`config.mk`:
```
export PLATFORM = sky130hd
export DESIGN_NAME = mmix_mem_responder_flat
export DESIGN_NICKNAME = d
export VERILOG_FILES = /design/src/rtl/mmix_mem_responder_if.sv /design/src/rtl/mmix_mem_responder.sv /design/src/flat_wrapper.sv
export SDC_FILE = /design/constraint.sdc
export NUM_CORES = 1
export LEC_CHECK = 0
export ABC_AREA = 0
export ABC_CLOCK_PERIOD_IN_PS = 5550
export BUFFER_PORTS_ARGS = -buffer_cell sky130_fd_sc_hd__buf_2
export CAP_MARGIN = 30
export CORE_MARGIN = 2
export CORE_UTILIZATION = 30
export DETAILED_ROUTE_END_ITERATION = 6
export PLACE_DENSITY_LB_ADDON = 0.08
export SLEW_MARGIN = 20
export SYNTH_ARGS = -nofsm -noshare
export SYNTH_HDL_FRONTEND = slang
export SYNTH_SLANG_ARGS = --single-unit
```
`constraint.sdc`:
```
create_clock -name clk -period 5.55 [get_ports clk]
set_input_delay 0.555 -clock clk [delete_from_list [all_inputs] [get_ports clk]]
set_output_delay 0.555 -clock clk [all_outputs]
set_load 0.005 [all_outputs]
```
`src/rtl/mmix_mem_responder_if.sv`:
```
// CPU memory request port plus the 16-bit Avalon-style slave bus of mmix_mem_responder.
// "slave" is the responder's view; "master" is the view of the CPU/memory environment.
interface mmix_mem_responder_if #(
    parameter int SADDR_W = 23
);
    logic [63:0]        mem_address;
    logic [1:0]         mem_datasize;
    logic               mem_read;
    logic               mem_write;
    logic [63:0]        mem_writedata;
    logic [63:0]        mem_readdata;
    logic               mem_done;
    logic               mem_error;
    logic [SADDR_W-1:0] s_address;
    logic [1:0]         s_byteen;
    logic               s_read;
    logic               s_write;
    logic [15:0]        s_writedata;
    logic [15:0]        s_readdata;
    logic               s_waitrequest;

    modport slave (
        input  mem_address, mem_datasize, mem_read, mem_write, mem_writedata,
        output mem_readdata, mem_done, mem_error,
        output s_address, s_byteen, s_read, s_write, s_writedata,
        input  s_readdata, s_waitrequest
    );

    modport master (
        output mem_address, mem_datasize, mem_read, mem_write, mem_writedata,
        input  mem_readdata, mem_done, mem_error,
        input  s_address, s_byteen, s_read, s_write, s_writedata,
        output s_readdata, s_waitrequest
    );
endinterface

```
`src/rtl/mmix_mem_responder.sv`:
```
// Splits one sized big-endian MMIX access into 1-4 beats on a 16-bit slave bus and assembles reads.
// Define MEM_BOUNDS_CHK_EN to reject addresses above the slave window and raise a sticky mem_error.
module mmix_mem_responder #(
    parameter int SADDR_W = 23
) (
    input  logic                clk,
    input  logic                reset,
    mmix_mem_responder_if.slave bus,
    output logic                busy
);
    typedef enum logic [1:0] {IDLE, BEAT, DONE, GAP} state_t;

    state_t           state, state_nxt;
    logic             is_rd;
    logic [1:0]       size;
    logic [SADDR_W:0] addr;
    logic [63:0]      wd;
    logic [1:0]       k;
    logic [63:0]      acc, acc_nxt;
    logic             req, oob, last, beat_ok;

    function automatic logic [1:0] last_beat(input logic [1:0] sz);
        case (sz)
            2'd3:    return 2'd3;
            2'd2:    return 2'd1;
            default: return 2'd0;
        endcase
    endfunction

    function automatic logic [SADDR_W:0] align_addr(input logic [63:0] a, input logic [1:0] sz);
        logic [SADDR_W:0] r;
        r = a[SADDR_W:0];
        case (sz)
            2'd1:    r[0]   = 1'b0;
            2'd2:    r[1:0] = 2'b00;
            2'd3:    r[2:0] = 3'b000;
            default: ;
        endcase
        return r;
    endfunction

    // Beat k carries the k-th most significant 16 bits of the right-aligned write data.
    function automatic logic [15:0] beat_wdata(input logic [63:0] d, input logic [1:0] sz,
                                               input logic [1:0] kk);
        logic [1:0]  lk;
        logic [5:0]  sh;
        logic [63:0] shifted;
        if (sz == 2'd0) return {d[7:0], d[7:0]};
        lk      = last_beat(sz);
        sh      = {lk - kk, 4'b0000};
        shifted = d >> sh;
        return shifted[15:0];
    endfunction

    function automatic logic [15:0] read_lane(input logic [15:0] rd, input logic [1:0] sz,
                                              input logic a0);
        if (sz != 2'd0) return rd;
        return a0 ? {8'h00, rd[7:0]} : {8'h00, rd[15:8]};
    endfunction

    assign req     = bus.mem_read | bus.mem_write;
    assign last    = (k == last_beat(size));
    assign beat_ok = (state == BEAT) && !bus.s_waitrequest;

    always_comb begin
        state_nxt       = state;
        busy            = (state != IDLE);
        bus.mem_done    = 1'b0;
        bus.s_address   = '0;
        bus.s_byteen    = 2'b00;
        bus.s_read      = 1'b0;
        bus.s_write     = 1'b0;
        bus.s_writedata = 16'h0000;
        acc_nxt         = {acc[47:0], read_lane(bus.s_readdata, size, addr[0])};
        case (state)
            IDLE: begin
                if (req) state_nxt = oob ? DONE : BEAT;
            end
            BEAT: begin
                bus.s_address   = addr[SADDR_W:1] + SADDR_W'(k);
                bus.s_byteen    = (size == 2'd0) ? (addr[0] ? 2'b01 : 2'b10) : 2'b11;
                bus.s_read      = is_rd;
                bus.s_write     = !is_rd;
                bus.s_writedata = beat_wdata(wd, size, k);
                if (!bus.s_waitrequest && last) state_nxt = DONE;
            end
            DONE: begin
                bus.mem_done = 1'b1;
                state_nxt    = GAP;
            end
            GAP: begin
                state_nxt = IDLE;
            end
            default: state_nxt = IDLE;
        endcase
    end

    // Control state and the visible read result; reset abandons any transaction in flight.
    always_ff @(posedge clk) begin
        if (reset) begin
            state            <= IDLE;
            k                <= 2'd0;
            bus.mem_readdata <= 64'd0;
        end else begin
            state <= state_nxt;
            if (state == IDLE)
                k <= 2'd0;
            else if (beat_ok && !last)
                k <= k + 2'd1;
            if (state == IDLE && req && oob && bus.mem_read)
                bus.mem_readdata <= 64'd0;
            else if (beat_ok && last && is_rd)
                bus.mem_readdata <= acc_nxt;
        end
    end

    // Request capture and read accumulation.
    always_ff @(posedge clk) begin
        if (state == IDLE && req) begin
            is_rd <= bus.mem_read;
            size  <= bus.mem_datasize;
            addr  <= align_addr(bus.mem_address, bus.mem_datasize);
            wd    <= bus.mem_writedata;
            acc   <= 64'd0;
        end else if (beat_ok && is_rd) begin
            acc <= acc_nxt;
        end
    end

`ifdef MEM_BOUNDS_CHK_EN
    logic err;

    assign oob = |bus.mem_address[63:SADDR_W+1];

    always_ff @(posedge clk) begin
        if (reset)
            err <= 1'b0;
        else if (state == IDLE && req && oob)
            err <= 1'b1;
    end

    assign bus.mem_error = err;
`else
    // High address bits alias onto the slave window when the bounds check is absent.
    logic unused_addr_hi;

    assign oob            = 1'b0;
    assign unused_addr_hi = |bus.mem_address[63:SADDR_W+1];
    assign bus.mem_error  = 1'b0;
`endif
endmodule

```
`src/flat_wrapper.sv`:
```
// flat-port wrapper written by rule: the top's interface ports become plain ports
module mmix_mem_responder_flat 
#(
    parameter int SADDR_W = 23
)
  (clk, reset, busy, bus_mem_address, bus_mem_datasize, bus_mem_read, bus_mem_write, bus_mem_writedata, bus_mem_readdata, bus_mem_done, bus_mem_error, bus_s_address, bus_s_byteen, bus_s_read, bus_s_write, bus_s_writedata, bus_s_readdata, bus_s_waitrequest);
  mmix_mem_responder_if #(.SADDR_W(SADDR_W)) bus_i ();
  input  logic clk;
  input  logic reset;
  output logic busy;
  input wire logic [$bits(bus_i.mem_address)-1:0] bus_mem_address;
  input wire logic [$bits(bus_i.mem_datasize)-1:0] bus_mem_datasize;
  input wire logic [$bits(bus_i.mem_read)-1:0] bus_mem_read;
  input wire logic [$bits(bus_i.mem_write)-1:0] bus_mem_write;
  input wire logic [$bits(bus_i.mem_writedata)-1:0] bus_mem_writedata;
  output wire logic [$bits(bus_i.mem_readdata)-1:0] bus_mem_readdata;
  output wire logic [$bits(bus_i.mem_done)-1:0] bus_mem_done;
  output wire logic [$bits(bus_i.mem_error)-1:0] bus_mem_error;
  output wire logic [$bits(bus_i.s_address)-1:0] bus_s_address;
  output wire logic [$bits(bus_i.s_byteen)-1:0] bus_s_byteen;
  output wire logic [$bits(bus_i.s_read)-1:0] bus_s_read;
  output wire logic [$bits(bus_i.s_write)-1:0] bus_s_write;
  output wire logic [$bits(bus_i.s_writedata)-1:0] bus_s_writedata;
  input wire logic [$bits(bus_i.s_readdata)-1:0] bus_s_readdata;
  input wire logic [$bits(bus_i.s_waitrequest)-1:0] bus_s_waitrequest;
  assign bus_i.mem_address = bus_mem_address;
  assign bus_i.mem_datasize = bus_mem_datasize;
  assign bus_i.mem_read = bus_mem_read;
  assign bus_i.mem_write = bus_mem_write;
  assign bus_i.mem_writedata = bus_mem_writedata;
  assign bus_mem_readdata = bus_i.mem_readdata;
  assign bus_mem_done = bus_i.mem_done;
  assign bus_mem_error = bus_i.mem_error;
  assign bus_s_address = bus_i.s_address;
  assign bus_s_byteen = bus_i.s_byteen;
  assign bus_s_read = bus_i.s_read;
  assign bus_s_write = bus_i.s_write;
  assign bus_s_writedata = bus_i.s_writedata;
  assign bus_i.s_readdata = bus_s_readdata;
  assign bus_i.s_waitrequest = bus_s_waitrequest;
  mmix_mem_responder #(.SADDR_W(SADDR_W)) u_core (.clk(clk), .reset(reset), .bus(bus_i), .busy(busy));
endmodule
```
Word level (Yosys, flattened, before mapping)

Cells that the tools add are included.

Register bits after elaboration: 207
Input bits: 151
Output and inout port bits: 110
Logic and storage cells: 67

$add $sub $neg: 3
Equal/unequal tests: 11
Shifts and indexed selects: 1
Mux-type cells: 22
Bitwise gates (word level): 1
Reduce and logical (&&, ||, !) cells: 18

Operators by type and width:

| kind                | count |
|---|---|
| $mux 16             | 5 |
| $shr 64x6->16       | 1 |
| $add 23x2->23       | 1 |
| $mux 23             | 1 |
| $mux 2              | 7 |
| $eq 2x2->1 const B  | 6 |
| $mux 8              | 1 |
| $pmux 2 s4          | 1 |
| $logic_and 1x1->1   | 7 |
| $mux 1              | 6 |
| $eq 2x1->1 const B  | 2 |
| $logic_not 2->1     | 2 |
| $pmux 2 s2          | 1 |
| $reduce_bool 2->1   | 2 |
| $reduce_or 2->1     | 2 |
| $logic_not 1->1     | 3 |
| $reduce_or 3->1     | 1 |
| $add 2x1->2 const B | 1 |
| $eq 2x2->1          | 1 |
| $ne 2x1->1 const B  | 1 |
| $ne 2x2->1 const B  | 1 |
| $reduce_and 2->1    | 1 |
| $sub 2x2->2         | 1 |
| $or 1x1->1          | 1 |

Depth between registers and ports, before layout

Depth after elaboration: 9
Mapped depth: 9
Gate-level depth less buffers: 7

Least setup slack after synthesis

OpenSTA, ideal clock, no wires.

Path type: register to register
Start: register u_core.state[0]
End: register u_core.addr[0], enable pin
Setup time: 0.491 ns
Arrival time: 3.564 ns
Required time: 5.059 ns
Path slack: 1.495 ns
Cell stages (with the launch flop): 6
Path buffers: 1
Period minus slack after synthesis: 4.055 ns
Cell sequence: dfxtp_1 -> inv_1 -> ha_1 -> o21ai_1 -> inv_1 -> clkbuf_1

Longest elaborated chain between the ends: 2

Ends and longest elaborated chain:

| item                   | RTL line                  | text |
|---|---|---|
| from (decl)            | mmix_mem_responder.sv:13  | `state_t state, state_nxt;` |
| from (signal assigned) | mmix_mem_responder.sv:105 | `state <= state_nxt;` |
| $logic_not 2->1        | mmix_mem_responder.sv:119 | `if (state == IDLE && req) begin` |
| $logic_and 1x1->1      | -                         |  |
| to (signal assigned)   | mmix_mem_responder.sv:122 | `addr <= align_addr(bus.mem_address, bus.mem_datasize);` |
| to (decl)              | mmix_mem_responder.sv:16  | `logic [SADDR_W:0] addr;` |

Every way passes these cells.
A chain may end at the register's enable or synchronous reset.

Final worst setup path

Start: register u_core.size[1]
End: output port bus_s_writedata[3]

Longest elaborated chain between the ends: 8
Elaborated cells on any way between the ends: 12
Classes of those cells: add/sub (1); eq/ne (2); shift (1); mux (7); reduce/logical (1)

Ends and longest elaborated chain:

| item                   | RTL line                  | text |
|---|---|---|
| from (decl)            | mmix_mem_responder.sv:15  | `logic [1:0] size;` |
| from (signal assigned) | mmix_mem_responder.sv:121 | `size <= bus.mem_datasize;` |
| $eq 2x2->1             | mmix_mem_responder.sv:23  | `case (sz)` |
| $pmux 2 s2             | mmix_mem_responder.sv:23  |  |
| $mux 2                 | mmix_mem_responder.sv:49  | `lk = last_beat(sz);` |
| $mux 2                 | mmix_mem_responder.sv:75  | `case (state)` |
| $sub 2x2->2            | mmix_mem_responder.sv:50  | `sh = {lk - kk, 4'b0000};` |
| $shr 64x6->16          | mmix_mem_responder.sv:51  | `shifted = d >> sh;` |
| $mux 16 *              | mmix_mem_responder.sv:49  |  |
| $mux 16 *              | mmix_mem_responder.sv:75  |  |
| to (decl)              | flat_wrapper.sv:23        | `output wire logic [$bits(bus_i.s_writedata)-1:0] bus_s_writedata;` |

Every way passes the cells marked *; elsewhere a longest branch is shown, timed or not. The select of a mux whose other input is x is not followed.

==> flow_metrics.py <==
metrics = {
    "hold_path": {
        "min_path_cells": 1,
        "worstHoldStart": "bus_mem_writedata[6]",
        "min_path_type": "in -> reg",
        "whs_endpoint": "u_core.wd[6]$_DFFE_PP_",
    },
    "worst_setup_path": {
        "path_cells": "inv_1 > ha_1 > xnor2_2 > xor2_2 > buf_4 > mux2_2 > o221ai_1 > a21oi_1 > buf_2",
        "path_buf_inv": 3,
        "crit_path_top_delay_cell": "edfxtp_1",
        "arrival_ps": 2750,
        "cp_top_family": "buffers and inverters",
        "cp_slowest_stage_delay_ps": 450,
        "cp-start-kind": "flip-flop",
        "reg2reg_slack_ps": 2660,
        "r2r.worst_path.cells": 10,
        "path_class": "reg -> out",
        "r2r-start": "u_core.state[1]$_SDFFE_PP0P_",
        "cp_max_fo": 24,
        "end_kind": "output port",
        "cp.required_ps": 4990,
        "rr_endpoint": "u_core.bus.mem_readdata[51]$_SDFFE_PP0P_",
    },
    "yosys": {
        "synth-adder-area-share": 0.0114,
        "muxShareOfSynthArea": 0.0362,
        "async_flop_share": 0,
        "yosys_warnings": 0,
        "syn_nets": 974,
        "synth-seq-cells": 207,
        "synth_cell_type_count": 49,
        "synth_compound_area_frac": 0.0991,
        "syn_area_per_cell_um2": 10.3,
        "synth-seq-area-share": 0.604,
        "synth-edff-count": 91,
        "synthCells": 816,
        "synth-xor-area-share": 0.0269,
        "syn_area_um2": 8370,
        "synth_top_family_by_area": "simple AND/OR/NAND/NOR gates",
        "ys.flop_type": "dfxtp_1",
        "synth-simple-area-share": 0.190,
    },
    "global_routing": {
        "top_usage_layer": "met2",
        "met1_usage": 0.205,
        "use_met3": 0.0507,
        "overflow": 0,
        "grt_pass1_vias": 6405,
        "grt_pass1_wl_mm": 36.3,
        "grt_antenna_before_repair": 9,
        "grtUsageMet2": 0.261,
        "grt_use_total": 0.160,
        "grt_start_max_net_pins": 70,
    },
    "sta": {
        "rsz0062_at_grt": "false",
        "max_freq_mhz": 302,
        "slew_headroom": 0.457,
        "min_period_ps": 3310,
        "setup_viol": 0,
        "min_period_over_period": 0.596,
        "final_hold_viol_count": 0,
        "setup_ws_ps": 2240,
        "fin_tns_setup_ps": 0,
        "finClkSkew_ps": 9.18,
        "worst_pin_slew_ps": 815,
        "report.final.slew_viol_count": 0,
    },
    "placed_design": {
        "hpwl_mm": 16.0,
        "preCtsSetupSlack_ps": 2570,
        "gp_congestion": 0.722,
        "port_buffers": 219,
    },
    "floorplan": {
        "dieArea_um2": 29200,
        "dieWidth_um": 171,
        "coreArea_um2": 27600,
        "die_h_um": 171,
        "num_rows": 61,
        "pin_count": 261,
        "start_util": 0.303,
    },
    "finish": {
        "multi_input_comb_area_um2": 3060,
        "register_area_um2": 5050,
        "drive_gt1_frac": 0.281,
        "final_common_cell": "buf_2",
        "n_fill_cell": 2891,
        "final_core_util": 0.384,
        "syn_to_final_growth_pct": 26.8,
        "final_cell_mix": "buf_2 (219), nand2_1 (216), dfxtp_1 (116)",
        "fin_nets": 1182,
    },
    "power": {
        "power_density_nw_per_um2": 446,
        "vdd_drop_max_mv": 0.246,
        "p_leak_nw": 4.21,
    },
    "job": {
        "max-cap-violations": 0,
    },
    "routing": {
        "first_pass_iters": 4,
        "via_per_inst": 4.57,
        "drc_errors": 0,
        "wirelength_mm": 23.7,
        "drt_iter0_markers": 344,
        "avgRoutedWirePerCell_um": 16.7,
        "vias": 6503,
        "ant_nets": 0,
    },
    "cts": {
        "clockBufferDepth": 3,
        "path_clk_slew_ps": 60,
        "htreeDepth": 1,
        "cts_tree": "done",
        "root_buffer": "clkbuf_16",
        "holdBufCountCts": 0,
        "clock_latency_ps": 520,
        "cts_sinks": 207,
        "post_cts_buffers": 0,
        "cts-resized-gates": 0,
        "cts-buffers-inserted": 25,
    },
    "run_status": {
        "status": "finished, final reports clean",
    },
}
-- final cells by class --
class                   count  share of cell area
diodes                      7             0.00165
clock buffers              36              0.0638
clock inverters             6             0.00613
inverters                   8             0.00306
multi-input cells         548               0.288
flip-flops and latches    207               0.476
well taps                 378              0.0445
repair buffers            234               0.117
-- worst max-delay path by stage --
stage                                       startpoint                                       end  slack [ps]  depth (start not counted)
final                         u_core.size[1]$_DFFE_PP_                        bus_s_writedata[3]        2240                          9
after global routing          u_core.size[1]$_DFFE_PP_                        bus_s_writedata[1]        2000                          9
after CTS                     u_core.size[1]$_DFFE_PP_                        bus_s_writedata[1]        2180                          9
after detailed placement  u_core.state[1]$_SDFFE_PP0P_  u_core.bus.mem_readdata[54]$_SDFFE_PP0P_        2570                         10
after global placement    u_core.state[1]$_SDFFE_PP0P_   u_core.bus.mem_readdata[8]$_SDFFE_PP0P_        2580                          8
after floorplan           u_core.state[0]$_SDFFE_PP0P_              u_core.addr[0]$_SDFFCE_PP0P_        1500                          5
-- Yosys cell counts, drive strengths merged, types with 3 or more instances --
master | instances | area share
a31oi | 8 | 0.0060
inv | 8 | 0.0036
a21boi | 4 | 0.0036
nor2b | 3 | 0.0022
clkbuf | 32 | 0.014
ha | 6 | 0.0090
mux4 | 8 | 0.022
xnor2 | 17 | 0.019
nor4bb | 8 | 0.0096
or3 | 11 | 0.0082
dfxtp | 116 | 0.28
and2 | 24 | 0.018
o221ai | 8 | 0.011
and3 | 7 | 0.0052
edfxtp | 91 | 0.33
nor4 | 4 | 0.0048
xor2 | 7 | 0.0082
mux2 | 8 | 0.013
nand3 | 27 | 0.016
nand2 | 216 | 0.097
nand2b | 3 | 0.0022
buf | 21 | 0.014
nor2 | 28 | 0.013
o21ai | 20 | 0.012
nor3 | 11 | 0.0066
a21oi | 104 | 0.062
nand4 | 5 | 0.0037
-- state kept, by name, indices dropped and copies added, names as in the netlist --
name	count
u_core.acc	48
u_core.addr	24
u_core.bus.mem_readdata	64
u_core.is_rd	1
u_core.k	2
u_core.size	2
u_core.state	2
u_core.wd	64
-- cell families after synthesis --
group,after synthesis
adders and majority gates,7
DFF,207
xor gates and xnor gates,24
other,1
AOI/OAI and AO/OA,148
buffers and inverters,61
and+or+nand+nor,351
muxes,17
-- power breakdown --
group / switching [mW] / internal (mW) / total, mW / leakage [nW]
Combinational: 0.695 / 0.444 / 1.14 / 2.03
Sequential: 0.142 / 1.94 / 2.08 / 1.82
Clock: 0.626 / 0.889 / 1.52 / 0.358
Total: 1.46 / 3.27 / 4.73 / 4.21
-- routing by layer --
layer,share of wire,vias to the layer above
met3,0.077,35
met1,0.44,3016
li1,-,3250
met5,0.00088,-
met2,0.46,198
met4,0.024,4
-- worst reg2reg max path, stage by stage, from the launching register on --
cell and delay, ps:
dfxtp_1 330, inv_1 80, ha_1 140, buf_4 390
nor2b_1 270, nand2_1 70, buf_4 290, nor2_4 680
buf_4 350, nand2_1 70, a21oi_1 130
-- stage by stage --
step / hold WS, ps / std cells / instance area [µm²] / total power [mW]
6_report: 205 / 1424 / 10600 / 4.73
5_1_grt: 189 / 1419 / 10600 / 5.02
4_1_cts: 177 / 1417 / 10600 / 4.83
3_3_place_gp: 441 / 1373 / 9810 / 3.26
2_1_floorplan: 432 / 816 / 8370 / 2.83
3_5_place_dp: 444 / 1375 / 9860 / 3.28
(Power assumes the default switching activity.)
